[src/rtl/run_director_if.sv]
// Connection bundle between the game top level and the run director.
// The game side is the master (strobes, buttons, collisions); the director is the slave.
interface run_director_if #(
    parameter int LANES   = 3,
    parameter int OFS_W   = 12,
    parameter int SCORE_W = 16,
    parameter int LIVES   = 3
);
    localparam int LANE_W  = (LANES > 1) ? $clog2(LANES) : 1;
    localparam int LIVES_W = $clog2(LIVES + 1);

    logic               frame_tick;
    logic               btn_left;
    logic               btn_right;
    logic               coin_hit;
    logic               obstacle_hit;

    logic [2:0]         state_o;
    logic [OFS_W-1:0]   logo_voffset;
    logic [OFS_W-1:0]   player_voffset;
    logic [OFS_W-1:0]   player_hoffset;
    logic [LANE_W-1:0]  lane;
    logic               spawn_en;
    logic               invuln;
    logic [SCORE_W-1:0] score;
    logic [LIVES_W-1:0] lives;
    logic               game_over;

    modport master (
        output frame_tick, btn_left, btn_right, coin_hit, obstacle_hit,
        input  state_o, logo_voffset, player_voffset, player_hoffset, lane,
               spawn_en, invuln, score, lives, game_over
    );

    modport slave (
        input  frame_tick, btn_left, btn_right, coin_hit, obstacle_hit,
        output state_o, logo_voffset, player_voffset, player_hoffset, lane,
               spawn_en, invuln, score, lives, game_over
    );
endinterface

[src/rtl/run_director.sv]
// Frame-paced sequencer for the runner game: intro animation, lane control, score,
// lives and game-over/restart, all advancing only on the frame_tick strobe.
module run_director #(
    parameter int LANES         = 3,
    parameter int LANE_PITCH    = 100,
    parameter int OFS_W         = 12,
    parameter int COUNTDOWN     = 5,
    parameter int LOGO_STEP     = 30,
    parameter int LOGO_END      = 640,
    parameter int PLAYER_START  = 180,
    parameter int PLAYER_STEP   = 20,
    parameter int PLAYER_END    = 50,
    parameter int LIVES         = 3,
    parameter int INVULN_FRAMES = 60,
    parameter int SCORE_W       = 16
) (
    input  logic          clk,
    input  logic          rst,
    run_director_if.slave bus
);
    localparam int LANE_W  = (LANES > 1) ? $clog2(LANES) : 1;
    localparam int LIVES_W = $clog2(LIVES + 1);
    localparam int CD_W    = (COUNTDOWN > 0) ? $clog2(COUNTDOWN + 1) : 1;
    localparam int IMM_W   = (INVULN_FRAMES > 0) ? $clog2(INVULN_FRAMES + 1) : 1;
    localparam int CENTER  = (LANES - 1) / 2;

    localparam logic [OFS_W-1:0]   LOGO_STEP_V    = OFS_W'(LOGO_STEP);
    localparam logic [OFS_W-1:0]   LOGO_END_V     = OFS_W'(LOGO_END);
    localparam logic [OFS_W-1:0]   PLAYER_START_V = OFS_W'(PLAYER_START);
    localparam logic [OFS_W-1:0]   PLAYER_STEP_V  = OFS_W'(PLAYER_STEP);
    localparam logic [OFS_W-1:0]   PLAYER_END_V   = OFS_W'(PLAYER_END);
    localparam logic [LANE_W-1:0]  LANE_CENTER_V  = LANE_W'(CENTER);
    localparam logic [LANE_W-1:0]  LANE_MAX_V     = LANE_W'(LANES - 1);
    localparam logic [LIVES_W-1:0] LIVES_V        = LIVES_W'(LIVES);
    localparam logic [CD_W-1:0]    COUNTDOWN_V    = CD_W'(COUNTDOWN);
    localparam logic [IMM_W-1:0]   INVULN_V       = IMM_W'(INVULN_FRAMES);

    if (LOGO_END + LOGO_STEP >= 2 ** OFS_W) begin : g_bad_logo
        $error("run_director: LOGO_END + LOGO_STEP does not fit in OFS_W bits");
    end
    if (PLAYER_START >= 2 ** OFS_W) begin : g_bad_player
        $error("run_director: PLAYER_START does not fit in OFS_W bits");
    end
    if (LANES < 2 || LIVES < 1) begin : g_bad_counts
        $error("run_director: need LANES >= 2 and LIVES >= 1");
    end

    typedef enum logic [2:0] {
        S_INIT      = 3'd0,
        S_COUNTDOWN = 3'd1,
        S_LOGO_OUT  = 3'd2,
        S_PLAYER_IN = 3'd3,
        S_PLAY      = 3'd4,
        S_GAME_OVER = 3'd5
    } state_t;

    state_t             state_q, state_d;
    logic [CD_W-1:0]    cd_q, cd_d;
    logic [OFS_W-1:0]   logo_q, logo_d;
    logic [OFS_W-1:0]   player_q, player_d;
    logic [LANE_W-1:0]  lane_q, lane_d;
    logic [SCORE_W-1:0] score_q, score_d;
    logic [LIVES_W-1:0] lives_q, lives_d;
    logic [IMM_W-1:0]   imm_q, imm_d;
    logic               pend_l_q, pend_r_q, pend_c_q, pend_o_q;
    logic               pend_l_d, pend_r_d, pend_c_d, pend_o_d;
    logic               btn_l_prev_q, btn_r_prev_q;
    logic               take_l, take_r, take_c, take_o;

    // An event arriving in the tick cycle itself is folded into that tick rather than lost.
    assign take_l = pend_l_q | (bus.btn_left  & ~btn_l_prev_q);
    assign take_r = pend_r_q | (bus.btn_right & ~btn_r_prev_q);
    assign take_c = pend_c_q | bus.coin_hit;
    assign take_o = pend_o_q | bus.obstacle_hit;

    always_ff @(posedge clk) begin
        btn_l_prev_q <= bus.btn_left;
        btn_r_prev_q <= bus.btn_right;
        if (rst) begin
            state_q  <= S_INIT;
            cd_q     <= COUNTDOWN_V;
            logo_q   <= '0;
            player_q <= PLAYER_START_V;
            lane_q   <= LANE_CENTER_V;
            score_q  <= '0;
            lives_q  <= LIVES_V;
            imm_q    <= '0;
            pend_l_q <= 1'b0;
            pend_r_q <= 1'b0;
            pend_c_q <= 1'b0;
            pend_o_q <= 1'b0;
        end else begin
            state_q  <= state_d;
            cd_q     <= cd_d;
            logo_q   <= logo_d;
            player_q <= player_d;
            lane_q   <= lane_d;
            score_q  <= score_d;
            lives_q  <= lives_d;
            imm_q    <= imm_d;
            pend_l_q <= pend_l_d;
            pend_r_q <= pend_r_d;
            pend_c_q <= pend_c_d;
            pend_o_q <= pend_o_d;
        end
    end

    always_comb begin
        state_d  = state_q;
        cd_d     = cd_q;
        logo_d   = logo_q;
        player_d = player_q;
        lane_d   = lane_q;
        score_d  = score_q;
        lives_d  = lives_q;
        imm_d    = imm_q;
        pend_l_d = take_l;
        pend_r_d = take_r;
        pend_c_d = take_c;
        pend_o_d = take_o;

        if (bus.frame_tick) begin
            // Every tick consumes the pending flags, whether or not the state acts on them.
            pend_l_d = 1'b0;
            pend_r_d = 1'b0;
            pend_c_d = 1'b0;
            pend_o_d = 1'b0;
            case (state_q)
                S_INIT: state_d = S_COUNTDOWN;
                S_COUNTDOWN: begin
                    if (cd_q != '0) cd_d = cd_q - CD_W'(1);
                    else            state_d = S_LOGO_OUT;
                end
                S_LOGO_OUT: begin
                    if (logo_q < LOGO_END_V) logo_d = logo_q + LOGO_STEP_V;
                    else                     state_d = S_PLAYER_IN;
                end
                S_PLAYER_IN: begin
                    if (player_q > PLAYER_END_V) player_d = player_q - PLAYER_STEP_V;
                    else                         state_d = S_PLAY;
                end
                S_PLAY: begin
                    if (take_l && !take_r && lane_q != '0)
                        lane_d = lane_q - LANE_W'(1);
                    else if (take_r && !take_l && lane_q != LANE_MAX_V)
                        lane_d = lane_q + LANE_W'(1);
                    if (take_c && score_q != '1)
                        score_d = score_q + SCORE_W'(1);
                    // A hit during immunity is dropped and the immunity keeps counting down.
                    if (take_o && imm_q == '0) begin
                        lives_d = lives_q - LIVES_W'(1);
                        if (lives_q == LIVES_W'(1)) state_d = S_GAME_OVER;
                        else                        imm_d = INVULN_V;
                    end else if (imm_q != '0) begin
                        imm_d = imm_q - IMM_W'(1);
                    end
                end
                S_GAME_OVER: begin
                    if (take_l || take_r) begin
                        state_d  = S_INIT;
                        cd_d     = COUNTDOWN_V;
                        logo_d   = '0;
                        player_d = PLAYER_START_V;
                        lane_d   = LANE_CENTER_V;
                        score_d  = '0;
                        lives_d  = LIVES_V;
                        imm_d    = '0;
                    end
                end
                default: state_d = S_INIT;
            endcase
        end
    end

    assign bus.state_o        = state_q;
    assign bus.logo_voffset   = logo_q;
    assign bus.player_voffset = player_q;
    assign bus.player_hoffset = OFS_W'((int'(lane_q) - CENTER) * LANE_PITCH);
    assign bus.lane           = lane_q;
    assign bus.spawn_en       = (state_q == S_PLAY);
    assign bus.invuln         = (imm_q != '0);
    assign bus.score          = score_q;
    assign bus.lives          = lives_q;
    assign bus.game_over      = (state_q == S_GAME_OVER);
endmodule

[src/flat_wrapper.sv]
// flat-port wrapper written by rule: the top's interface ports become plain ports
module run_director_flat 
#(
    parameter int LANES         = 3,
    parameter int LANE_PITCH    = 100,
    parameter int OFS_W         = 12,
    parameter int COUNTDOWN     = 5,
    parameter int LOGO_STEP     = 30,
    parameter int LOGO_END      = 640,
    parameter int PLAYER_START  = 180,
    parameter int PLAYER_STEP   = 20,
    parameter int PLAYER_END    = 50,
    parameter int LIVES         = 3,
    parameter int INVULN_FRAMES = 60,
    parameter int SCORE_W       = 16
)
  (clk, rst, bus_frame_tick, bus_btn_left, bus_btn_right, bus_coin_hit, bus_obstacle_hit, bus_state_o, bus_logo_voffset, bus_player_voffset, bus_player_hoffset, bus_lane, bus_spawn_en, bus_invuln, bus_score, bus_lives, bus_game_over);
  run_director_if #(.LANES(LANES), .OFS_W(OFS_W), .SCORE_W(SCORE_W), .LIVES(LIVES)) bus_i ();
  input  logic clk;
  input  logic rst;
  input wire logic [$bits(bus_i.frame_tick)-1:0] bus_frame_tick;
  input wire logic [$bits(bus_i.btn_left)-1:0] bus_btn_left;
  input wire logic [$bits(bus_i.btn_right)-1:0] bus_btn_right;
  input wire logic [$bits(bus_i.coin_hit)-1:0] bus_coin_hit;
  input wire logic [$bits(bus_i.obstacle_hit)-1:0] bus_obstacle_hit;
  output wire logic [$bits(bus_i.state_o)-1:0] bus_state_o;
  output wire logic [$bits(bus_i.logo_voffset)-1:0] bus_logo_voffset;
  output wire logic [$bits(bus_i.player_voffset)-1:0] bus_player_voffset;
  output wire logic [$bits(bus_i.player_hoffset)-1:0] bus_player_hoffset;
  output wire logic [$bits(bus_i.lane)-1:0] bus_lane;
  output wire logic [$bits(bus_i.spawn_en)-1:0] bus_spawn_en;
  output wire logic [$bits(bus_i.invuln)-1:0] bus_invuln;
  output wire logic [$bits(bus_i.score)-1:0] bus_score;
  output wire logic [$bits(bus_i.lives)-1:0] bus_lives;
  output wire logic [$bits(bus_i.game_over)-1:0] bus_game_over;
  assign bus_i.frame_tick = bus_frame_tick;
  assign bus_i.btn_left = bus_btn_left;
  assign bus_i.btn_right = bus_btn_right;
  assign bus_i.coin_hit = bus_coin_hit;
  assign bus_i.obstacle_hit = bus_obstacle_hit;
  assign bus_state_o = bus_i.state_o;
  assign bus_logo_voffset = bus_i.logo_voffset;
  assign bus_player_voffset = bus_i.player_voffset;
  assign bus_player_hoffset = bus_i.player_hoffset;
  assign bus_lane = bus_i.lane;
  assign bus_spawn_en = bus_i.spawn_en;
  assign bus_invuln = bus_i.invuln;
  assign bus_score = bus_i.score;
  assign bus_lives = bus_i.lives;
  assign bus_game_over = bus_i.game_over;
  run_director #(.LANES(LANES), .LANE_PITCH(LANE_PITCH), .OFS_W(OFS_W), .COUNTDOWN(COUNTDOWN), .LOGO_STEP(LOGO_STEP), .LOGO_END(LOGO_END), .PLAYER_START(PLAYER_START), .PLAYER_STEP(PLAYER_STEP), .PLAYER_END(PLAYER_END), .LIVES(LIVES), .INVULN_FRAMES(INVULN_FRAMES), .SCORE_W(SCORE_W)) u_core (.clk(clk), .rst(rst), .bus(bus_i));
endmodule
[config.mk]
export PLATFORM = sky130hd
export DESIGN_NAME = run_director_flat
export DESIGN_NICKNAME = d
export VERILOG_FILES = /design/src/rtl/run_director_if.sv /design/src/rtl/run_director.sv /design/src/flat_wrapper.sv
export SDC_FILE = /design/constraint.sdc
export NUM_CORES = 1
export LEC_CHECK = 0
export BUFFER_PORTS_ARGS = -buffer_cell sky130_fd_sc_hd__buf_2
export CAP_MARGIN = 25
export CORE_MARGIN = 3
export CORE_UTILIZATION = 50
export CTS_CLUSTER_DIAMETER = 200
export DETAILED_ROUTE_END_ITERATION = 6
export PLACE_DENSITY = 0.77
export SETUP_SLACK_MARGIN = 0.02
export SLEW_MARGIN = 5
export SYNTH_ARGS = -nofsm -noshare
export SYNTH_HDL_FRONTEND = slang
export SYNTH_SLANG_ARGS = --single-unit
[constraint.sdc]
create_clock -name clk -period 2.8 [get_ports clk]
set_clock_uncertainty 0.15 [all_clocks]
set_input_delay 0.56 -clock clk [delete_from_list [all_inputs] [get_ports clk]]
set_output_delay 0.56 -clock clk [all_outputs]
set_load 0.005 [all_outputs]
==> Flow_metrics.wiki, run 1 <==
{| class="wikitable"
! Metric !! Value
|-
| Number of buffers between clock root and the deepest sink || 2
|-
| Worst EP arrival || approximately 2.6 ns
|-
| DRC violation count after routing || 0
|-
| Minimum clock period after layout || 2.442 ns
|-
| Delay of the slowest cell on the worst path || roughly 0.58 ns
|-
| Summed instance area of the synthesized netlist || 3362 um^2
|-
| Post-synth top flop || dfxtp_1
|-
| Register area || between 1000 and 1500 um^2
|-
| Commonest cells in the synthesized netlist || dfxtp_1 (59), nand2_1 (39), nor2_1 (26)
|-
| Cells along the critical path || nand3b_1, a41oi_2, o21ai_2, or4_1, a21oi_1
|-
| CP top delay family || compound AO/OA/AOI/OAI gates
|-
| Most common cell in the netlist || dfxtp_1
|-
| Count of hold-fix buffers inserted at cts || 0
|-
| Syn_area_per_cell || roughly 8.3 um^2
|-
| Type of the worst setup path || reg -> reg
|-
| Placed cells || 529
|-
| Synthesized flop and latch total || 59
|-
| Setup tns final || 0 ns
|-
| Reg clk slew, reported paths || about 0.070 ns
|-
| Final setup violation count || 0
|-
| Post-DRT Antenna Nets || 0
|-
| Cell count of the worst hold path || 1
|-
| Total half-perimeter wirelength after legalization and detailed placement || 6.125 mm
|-
| Post-CTS setup buffer count || 0
|-
| Number of DRC violations after detailed-routing iteration 0 || 165
|-
| Setup repair after global routing missed its margin || false
|-
| CP startpoint kind || flop
|-
| All-Layer GR Usage || 0.2368
|-
| Final GP Congestion || 0.8362
|-
| Static power due to leakage || around 1.6 nW
|-
| Total power density per cell area || 452.6 nW/um^2
|-
| Cell at the root of the clock tree || clkbuf_8
|-
| Horizontal die dimension || 88 um
|-
| Mean routed wirelength per cell || 16.12 um
|-
| Detailed-routing iteration count for the pre-antenna-repair pass || 4
|-
| Ratio of routed vias to standard cells || 6.007
|-
| CTS Buf Count || 9
|-
| Launching element of the worst setup path || u_core.bus.state_o[2]$_SDFFE_PP0P_
|-
| Post_cts resized || 0
|-
| IO Pins || 69
|-
| H-tree levels || 3
|-
| Clock insertion delay at the later pin of the skew report || between 0.3 and 0.4 ns
|-
| Count of flip-flops with a built-in enable after synthesis || 0
|-
| Share of synthesized flip-flops with an asynchronous set or reset || 0
|-
| Largest net degree at the start of global routing || 20
|-
| Sort of element at the end of the critical path || flop
|-
| Initial antenna violation count || 0
|-
| Final instance count without filler cells || 545
|-
| Multi-input gate area in the final layout || 1933 um^2
|-
| GRT Residual Overflow || 0
|-
| Net total in the final layout || a little under 500
|-
| Cell types occupying the most area after synthesis || dfxtp_1 (35%), ha_1 (4.5%), nand2_1 (4.4%), a21oi_1 (3.3%), nor2_1 (2.9%)
|-
| Maximum VDD drop || a little under 300 uV
|-
| Area growth from synthesis to layout || 15.44%
|-
| Starting density of the core || 0.5235
|-
| R2R Path End || u_core.bus.logo_voffset[8]$_SDFFE_PP0P_
|-
| Number of distinct standard cells referenced by the synthesized netlist || 64
|-
| Core Footprint || 6422 um^2
|-
| Worst setup path endpoint || u_core.bus.logo_voffset[8]$_SDFFE_PP0P_
|-
| Count of port buffers added during placement || 63
|-
| Required time at the endpoint of the critical path || 2.91 ns
|-
| Count of cells along the worst register-to-register path || 5
|-
| Worst-margin pin slew || 0.5488 ns
|-
| Fill cells || 564
|-
| TritonCTS clock tree || yes
|-
| Count of standard-cell rows || 29
|-
| Via count || 3274
|-
| Run status || finished, final reports clean
|-
| Crit path depth || 5
|-
| Synthesis Warnings || 0
|-
| Diode count || 0
|-
| Maximum operating frequency || 409.6 MHz
|-
| Fraction of final layout cells sized beyond drive strength 1 || 0.2244
|-
| Die extent in y || 88 um
|-
| Yosys top cell area share || 0.3513
|-
| Via count of the first global-routing pass || 3073
|-
| Worst hold-check path type || in -> reg
|-
| Final count of hold timing violations || 0
|-
| Final number of max-transition violations || 0
|-
| Post-synthesis cell type with the largest combined area || dfxtp_1
|-
| Overall die area || 7744 um^2
|-
| Period utilisation layout || 0.8720
|-
| WP buf/inv || 0
|-
| Slew margin rel. || 0.6307
|-
| Max capacitance violation total || 0
|-
| Slowest cell on the critical path || or4_1
|-
| Slack of the worst reg-to-reg path || 0.36 ns
|-
| Startpoint of the most critical register-to-register path || u_core.bus.state_o[2]$_SDFFE_PP0P_
|-
| CTS sink cnt || 59
|-
| Cells after synthesis || 403
|-
| Total detailed-routing wirelength || between 8 and 9 mm
|-
| First-pass GRT wire length || ~15 mm
|-
| Post-synthesis sequential area ratio || 0.3513
|-
| Maximum fanout along the worst path || 11
|}
cell usage in the layout, fill, tap and decap left out, types with 6 or more instances in the layout:
cell type	netlist	layout
a21oi_1	22	22
nor3_1	14	14
nand2b_1	8	8
clkbuf_8	0	11
o311ai_0	9	9
ha_1	12	12
buf_4	11	11
nor2_1	26	26
buf_2	3	63
inv_1	25	25
nor4_1	6	6
dfxtp_1	59	59
mux2i_1	7	7
or4_1	6	6
nand3_1	15	15
nand2_1	39	39
o41ai_1	8	8
nand4_1	8	8
o21ai_0	17	17
worst min path at each step:
stage | from | to | slack (ns)
2_1_floorplan | u_core.cd_q[2]$_SDFFE_PP1P_ | u_core.cd_q[2]$_SDFFE_PP1P_ | 0.29
3_3_place_gp | u_core.cd_q[2]$_SDFFE_PP1P_ | u_core.cd_q[2]$_SDFFE_PP1P_ | 0.30
3_5_place_dp | u_core.imm_q[5]$_SDFFE_PP0P_ | u_core.imm_q[5]$_SDFFE_PP0P_ | 0.32
4_1_cts | bus_btn_right | u_core.btn_r_prev_q$_DFF_P_ | 0.17
5_1_grt | bus_btn_left | u_core.btn_l_prev_q$_DFF_P_ | 0.18
6_report | bus_btn_right | u_core.btn_r_prev_q$_DFF_P_ | 0.19
power by group:
group / internal (mW) / switching (mW)
combinational: 0.0628 / 0.106
clock: 0.363 / 0.356
sequential: 0.853 / 0.0160
cell families (layout without fill, tap and decap cells):
family,Yosys count,count (layout),share of synthesized area
simple gates,160,160,0.2598
compound gates,106,106,0.2337
flops,59,59,0.3513
buf+inv,54,115,0.07815
fa+ha+maj,12,12,0.04466
mux,7,7,0.02084
xor+xnor,4,4,0.01042
other cells,1,5,0.001115
stage by stage:
step                power (mW)  hold slack [ns]  setup WS, ns  instance area, um^2  utilization
floorplan                1.009           0.2945        0.5785                 3377            -
global placement         1.049           0.3046        0.4896                 3702       0.5765
detailed placement       1.053           0.3219        0.4108                 3702       0.5765
CTS                      1.770           0.1724        0.4123                 3881       0.6043
global route             1.826           0.1807        0.2131                 3881       0.6043
finish                   1.757           0.1862        0.3585                 3881       0.6043
area by class of cell:
type,count,share of cell area
clock buffer,11,0.03901
timing repair buffer,74,0.1025
tap,77,0.02482
sequential,59,0.3043
inverter,25,0.02418
clock inverter,5,0.007092
multi-input combinational,294,0.4981
state kept, by name, summed over array words and instances (netlist names):
register,cells
u_core.bus.logo_voffset,11
u_core.bus.state_o,3
u_core.bus.lives,2
u_core.imm_q,6
u_core.btn_l_prev_q,1
u_core.bus.lane,2
u_core.pend_r_q,1
u_core.bus.score,16
u_core.pend_o_q,1
u_core.pend_c_q,1
u_core.btn_r_prev_q,1
u_core.pend_l_q,1
u_core.cd_q,3
u_core.bus.player_voffset,10
layer usage:
layer	wire length (um)	vias to the layer above	global-route usage	part of all wire
met5	0	-	0	0
met4	110	0	0.1255	0.013
met3	578	12	0.05456	0.066
met2	4209	105	0.3753	0.48
met1	3887	1553	0.2986	0.44
li1	-	1604	-	-
Note: power is estimated with default switching activity, not from simulation.
==> run 2, diff against run 1 <==
--- a/config.mk
+++ b/config.mk
@@ -8,11 +8,12 @@
 export BUFFER_PORTS_ARGS = -buffer_cell sky130_fd_sc_hd__buf_2
 export CAP_MARGIN = 25
 export CORE_MARGIN = 3
-export CORE_UTILIZATION = 50
+export CORE_UTILIZATION = 35
 export CTS_CLUSTER_DIAMETER = 200
 export DETAILED_ROUTE_END_ITERATION = 6
-export PLACE_DENSITY = 0.77
+export PLACE_DENSITY = 0.58
 export SETUP_SLACK_MARGIN = 0.02
+export SKIP_LAST_GASP = 1
 export SLEW_MARGIN = 5
 export SYNTH_ARGS = -nofsm -noshare
 export SYNTH_HDL_FRONTEND = slang
==> Flow_metrics.wiki, run 2 (synthesized netlist as in run 1, its figures left out) <==
{| class="wikitable"
! Metric !! Value
|-
| Net total in the final layout || 484 (+0.41%)
|-
| CTS Buf Count || 9 (unchanged)
|-
| IO Pins || 69 (unchanged)
|-
| Starting density of the core || 0.3621 (-0.1613)
|-
| All-Layer GR Usage || 0.1661 (-0.07070)
|-
| Number of DRC violations after detailed-routing iteration 0 || 140 (-15%)
|-
| Launching element of the worst setup path || u_core.bus.state_o[0]$_SDFFE_PP0P_
|-
| Final setup slack of the worst path || 0.4528 ns (+0.09429 ns)
|-
| Combinational fraction of design power || 0.090 (-0.006)
|-
| Setup repair after global routing missed its margin || false
|-
| Post-DRT Antenna Nets || 0 (unchanged)
|-
| Worst slack, placed || 0.3901 ns (-0.02080 ns)
|-
| Post_cts resized || 0 (unchanged)
|-
| Diode count || 0 (unchanged)
|-
| Core Footprint || 9284 um^2 (+45%)
|-
| Most frequent cells in the layout || buf_2 (63), dfxtp_1 (59), nand2_1 (39), nor2_1 (26), inv_1 (25)
|-
| GRT Residual Overflow || 0 (unchanged)
|-
| Overall power of the completed layout || 1.797 mW (+2.3%)
|-
| Maximum fanout along the worst path || 12 (+1)
|-
| Number of buffers between clock root and the deepest sink || 2 (unchanged)
|-
| Required time at the endpoint of the critical path || 2.09 ns (-0.82 ns)
|-
| Setup tns final || 0 ns (unchanged)
|-
| Hold wc startpoint || bus_btn_right
|-
| Final number of max-transition violations || 0 (unchanged)
|-
| Cell at the root of the clock tree || clkbuf_8
|-
| Fraction of final layout cells sized beyond drive strength 1 || 0.2277 (+0.003301)
|-
| Proportion of total power due to net switching || 0.2650 (-0.007248)
|-
| Total half-perimeter wirelength after legalization and detailed placement || 6.481 mm (+5.8%)
|-
| Overall die area || 10820 um^2 (+40%)
|-
| Most common cell after layout, fill and taps aside || buf_2
|-
| Detailed-routing iteration count for the pre-antenna-repair pass || 4 (unchanged)
|-
| Cell internal power dissipation || 1.321 mW (+3.3%)
|-
| Share of total power in the clock network || 0.425 (+0.016)
|-
| Final instance count without filler cells || 599 (+9.9%)
|-
| Slew margin rel. || 0.6486 (+0.01780)
|-
| Period utilisation layout || 0.8383 (-0.03367)
|-
| Final GP Congestion || 0.8108 (-3.0%)
|-
| Fill cells || 996 (+77%)
|-
| Placed cells || 583 (+10%)
|-
| Type of the worst setup path || reg -> out
|-
| Post-CTS setup buffer count || 0 (unchanged)
|-
| Max capacitance violation total || 0 (unchanged)
|-
| CP startpoint kind || flop
|-
| Worst EP arrival || 1.64 ns (-0.91 ns)
|-
| Hold_ws || 0.1925 ns (+0.006294 ns)
|-
| Horizontal die dimension || 104.0 um (+18%)
|-
| Sort of element at the end of the critical path || output port
|-
| Via count || 3214 (-1.8%)
|-
| Static power due to leakage || 1.626 nW (+0.50%)
|-
| DRC violation count after routing || 0 (unchanged)
|-
| H-tree levels || 3 (unchanged)
|-
| Largest net degree at the start of global routing || 25 (+25%)
|-
| Total detailed-routing wirelength || 8.896 mm (+1.3%)
|-
| Run status || finished, final reports clean
|-
| Mean routed wirelength per cell || 14.85 um (-7.9%)
|-
| Die extent in y || 104.0 um (+18%)
|-
| Reg clk slew, reported paths || 0.07 ns (about the same)
|-
| P_sw || 476.2 uW (-0.43%)
|-
| First-pass GRT wire length || 14.80 mm (+1.1%)
|-
| Count of standard-cell rows || 35 (+21%)
|-
| Count of port buffers added during placement || 63 (unchanged)
|-
| Total power density per cell area || 452.1 nW/um^2 (-0.12%)
|-
| TritonCTS clock tree || yes
|-
| Minimum clock period after layout || 2.347 ns (-0.09429 ns)
|-
| Number of flip-flops under the largest register name || 16 (unchanged)
|-
| Maximum VDD drop || 226.0 uV (-23%)
|-
| Via count of the first global-routing pass || 3001 (-2.3%)
|-
| Initial antenna violation count || 0 (unchanged)
|-
| Final count of hold timing violations || 0 (unchanged)
|-
| Maximum operating frequency || 426.0 MHz (+4.0%)
|-
| Startpoint of the most critical register-to-register path || u_core.bus.state_o[0]$_SDFFE_PP0P_
|-
| Reg power frac || 0.485 (-0.010)
|-
| CTS sink cnt || 59 (unchanged)
|-
| Clock insertion delay at the later pin of the skew report || 0.34 ns (about the same)
|-
| Ratio of routed vias to standard cells || 5.366 (-11%)
|-
| Area growth from synthesis to layout || 18.24%
|-
| Worst-margin pin slew || 0.5266 ns (-0.02223 ns)
|-
| Final setup violation count || 0 (unchanged)
|-
| Worst hold-check path type || in -> reg
|-
| Count of hold-fix buffers inserted at cts || 0 (unchanged)
|}
## run 2: path summary, 6_finish.rpt
path	to	slack (ns)	cells after the start
hold reg to reg	u_core.cd_q[2]$_SDFFE_PP1P_	0.33	2
hold / removal	u_core.btn_r_prev_q$_DFF_P_	0.19	1
setup / recovery	bus_game_over	0.45	3
setup reg to reg	u_core.bus.logo_voffset[8]$_SDFFE_PP0P_	0.47	5
## run 2: layer usage
metal | up-vias | track usage | part of all wire
met1 | 1513 | 0.2192 | 0.46
met5 | - | 0 | 0
met4 | 0 | 0.05128 | 0.012
li1 | 1607 | - | -
met3 | 8 | 0.04966 | 0.060
met2 | 86 | 0.2614 | 0.47
## run 2: critical path: stages, from the launching register on
cell      delay, ns
dfxtp_1        0.56
nand3b_1       0.23
inv_1          0.32
buf_2          0.18
## run 2: cell type report
cell class / count / area (um^2) / area share
Clock buffer: 9 / 123.9 / 0.03116
Clock inverter: 7 / 68.82 / 0.01731
Tap cell: 129 / 161.4 / 0.04060
Inverter: 25 / 93.84 / 0.02361
Timing Repair Buffer: 76 / 412.9 / 0.1039
Sequential cell: 59 / 1181 / 0.2971
Multi-Input combinational cell: 294 / 1933 / 0.4863
## run 2: power by group through the flow
stage                     clock (mW)  sequential [mW]  combinational, mW
after floorplan                    0            0.882              0.128
after CTS                      0.786            0.871              0.164
after global routing           0.839            0.875              0.182
after detailed placement           0            0.891              0.163
final                          0.764            0.871              0.162
after global placement             0            0.890              0.162
## run 2: metrics by stage
stage / instance area (um^2) / util
floorplan: 3377 / -
global placement: 3782 / 0.4074
detailed placement: 3782 / 0.4074
CTS: 3975 / 0.4282
global route: 3975 / 0.4282
finish: 3975 / 0.4282
==> run 3, diff against run 2 <==
==> constraint.sdc (replaced) <==
create_clock -name clk -period 2.24 [get_ports clk]
set_clock_uncertainty 0.15 [all_clocks]
set_input_delay 0.448 -clock clk [delete_from_list [all_inputs] [get_ports clk]]
set_output_delay 0.448 -clock clk [all_outputs]
set_load 0.005 [all_outputs]
==> Flow_metrics.wiki, run 3 (synthesized netlist as in run 1, its figures left out) <==
{| class="wikitable"
! Metric !! Value
|-
| Worst slack, placed || 0.01198 ns (-0.3781 ns)
|-
| Post-route cell area || 4202 um^2 (+5.7%)
|-
| Horizontal die dimension || 104.0 um (unchanged)
|-
| Mean routed wirelength per cell || 14.79 um (-0.45%)
|-
| Worst EP arrival || 2.21 ns (+0.57 ns)
|-
| DRC violation count after routing || 0 (unchanged)
|-
| Net total in the final layout || 504 (+4.1%)
|-
| Via count || 3269 (+1.7%)
|-
| Final setup slack of the worst path || 0.1184 ns (-0.3344 ns)
|-
| Overall die area || 10820 um^2 (unchanged)
|-
| Area growth from synthesis to layout || 24.97%
|-
| Starting density of the core || 0.3621 (unchanged)
|-
| Required time at the endpoint of the critical path || 2.32 ns (+0.23 ns)
|-
| Die extent in y || 104.0 um (unchanged)
|-
| Reg clk slew, reported paths || 0.07 ns (about the same)
|-
| Minimum clock period after layout || ~2.1 ns
|-
| Fill cells || 965 (-3.1%)
|-
| Final setup violation count || 0 (unchanged)
|-
| Worst-margin pin slew || 0.4861 ns (-0.04052 ns)
|-
| Sort of element at the end of the critical path || flop
|-
| Number of buffers between clock root and the deepest sink || 2 (unchanged)
|-
| Via count of the first global-routing pass || 3077 (+2.5%)
|-
| Number of DRC violations after detailed-routing iteration 0 || 153 (+9.3%)
|-
| Setup repair after global routing missed its margin || true
|-
| Maximum operating frequency || 471.3 MHz
|-
| Final number of max-transition violations || 0 (unchanged)
|-
| Delay of the slowest cell on the worst path || 0.60 ns (+0.04 ns)
|-
| TritonCTS clock tree || yes
|-
| Post-DRT Antenna Nets || 0 (unchanged)
|-
| Slowest cell on the critical path || or4_4
|-
| Maximum fanout along the worst path || 6 (-6)
|-
| IO Pins || 69 (unchanged)
|-
| Placed cells || 601 (+3.1%)
|-
| Count of port buffers added during placement || 63 (unchanged)
|-
| Detailed-routing iteration count for the pre-antenna-repair pass || 4 (unchanged)
|-
| Startpoint of the most critical register-to-register path || u_core.bus.player_voffset[6]$_SDFFE_PP0P_
|-
| All-Layer GR Usage || 0.1668 (+0.0006332)
|-
| Total power density per cell area || 577.2 nW/um^2 (+28%)
|-
| Most common cell after layout, fill and taps aside || buf_2
|-
| Count of hold-fix buffers inserted at cts || 0 (unchanged)
|-
| First-pass GRT wire length || 14.99 mm (+1.3%)
|-
| Final instance count without filler cells || 619 (+3.3%)
|-
| Cells along the critical path || or4_4, o41ai_4, buf_4, and2b_1, o22ai_1, nand2_1
|-
| Multi-input gate area in the final layout || 1982 um^2 (+2.5%)
|-
| CP startpoint kind || flop
|-
| GRT Residual Overflow || 0 (unchanged)
|-
| Final GP Congestion || 0.8570 (+5.7%)
|-
| Clock insertion delay at the later pin of the skew report || 0.34 ns (about the same)
|-
| Core Footprint || 9284 um^2 (unchanged)
|-
| Number of flip-flops under the largest register name || 16 (unchanged)
|-
| Type of the worst setup path || reg -> reg
|-
| Final count of hold timing violations || 0 (unchanged)
|-
| Total half-perimeter wirelength after legalization and detailed placement || 6.725 mm (+3.8%)
|-
| Worst hold-check path type || in -> reg
|-
| Static power due to leakage || 1.762 nW (+8.4%)
|-
| Cell area reported after detailed placement || 3918 um^2 (+3.6%)
|-
| Largest net degree at the start of global routing || 20 (-20%)
|-
| Period utilisation layout || 0.9472
|-
| Initial antenna violation count || 0 (unchanged)
|-
| Setup tns final || 0 ns (unchanged)
|-
| Run status || finished, final reports clean
|-
| CTS Buf Count || 9 (unchanged)
|-
| Max capacitance violation total || 0 (unchanged)
|-
| Hold_ws || 0.08021 ns (-0.1123 ns)
|-
| Total detailed-routing wirelength || 9.152 mm (+2.9%)
|-
| Ratio of routed vias to standard cells || 5.281 (-1.6%)
|-
| H-tree levels || 3 (unchanged)
|-
| Diode count || 0 (unchanged)
|-
| Maximum VDD drop || 343.1 uV (+52%)
|-
| CTS sink cnt || 59 (unchanged)
|-
| Register area || 1182 um^2 (+0.11%)
|-
| Slew margin rel. || 0.6718 (+0.02329)
|-
| Count of standard-cell rows || 35 (unchanged)
|-
| Launching element of the worst setup path || u_core.bus.player_voffset[6]$_SDFFE_PP0P_
|-
| Cell at the root of the clock tree || clkbuf_8
|-
| CP top delay family || simple AND/OR/NAND/NOR gates
|-
| Hold wc startpoint || bus_btn_left
|-
| Fraction of final layout cells sized beyond drive strength 1 || 0.2735 (+0.04581)
|-
| WP buf/inv || 1 (-1)
|-
| Most frequent cells in the layout || buf_2 (63), dfxtp_1 (58), nand2_1 (38), buf_4 (32), nor2_1 (26)
|}
-- run 3: what timing repair did --
| item | in CTS | in global routing |
|---|---|---|
| resized for setup | 2 | 7 |
| pin swaps | 0 | 2 |
| buffers inserted | 0 | 1 |
| endpoints found under the setup margin | 4 | 19 |
| cloned | 0 | 1 |
-- run 3: power by group --
part,internal (mW),switching (mW)
Clock,0.681,0.429
Sequential,1.07,0.0157
Combinational,0.0901,0.142
-- run 3: per-layer routing --
layer	part of all wire	wire length (um)	vias up	track usage
met1	0.45	4152	1539	0.2091
met5	0	0	-	0
met2	0.49	4448	76	0.2823
met3	0.053	488	7	0.04097
li1	-	-	1647	-
met4	0.0069	63	0	0.05128
-- run 3: layout make-up --
cell class	count	share of cell area
inverters	25	0.02233
well taps	129	0.03842
clock buffers	11	0.03603
repair buffers	95	0.1322
multi-input cells	295	0.4717
flip-flops and latches	59	0.2814
clock inverters	5	0.01787
-- run 3: path summary, 6_finish.rpt --
kind	endpoint	slack, ns	depth (start not counted)
hold reg to reg	u_core.imm_q[5]$_SDFFE_PP0P_	0.33	1
setup reg to reg	u_core.bus.player_voffset[5]$_SDFFE_PP1P_	0.12	6
setup / recovery	u_core.bus.player_voffset[5]$_SDFFE_PP1P_	0.12	6
hold / removal	u_core.btn_l_prev_q$_DFF_P_	0.08	1
-- run 3: through the flow --
stage / total power [mW] / util
after floorplan: 1.262 / -
after global placement: 1.330 / 0.4220
after detailed placement: 1.333 / 0.4220
after CTS: 2.451 / 0.4476
after global routing: 2.526 / 0.4526
final: 2.425 / 0.4526
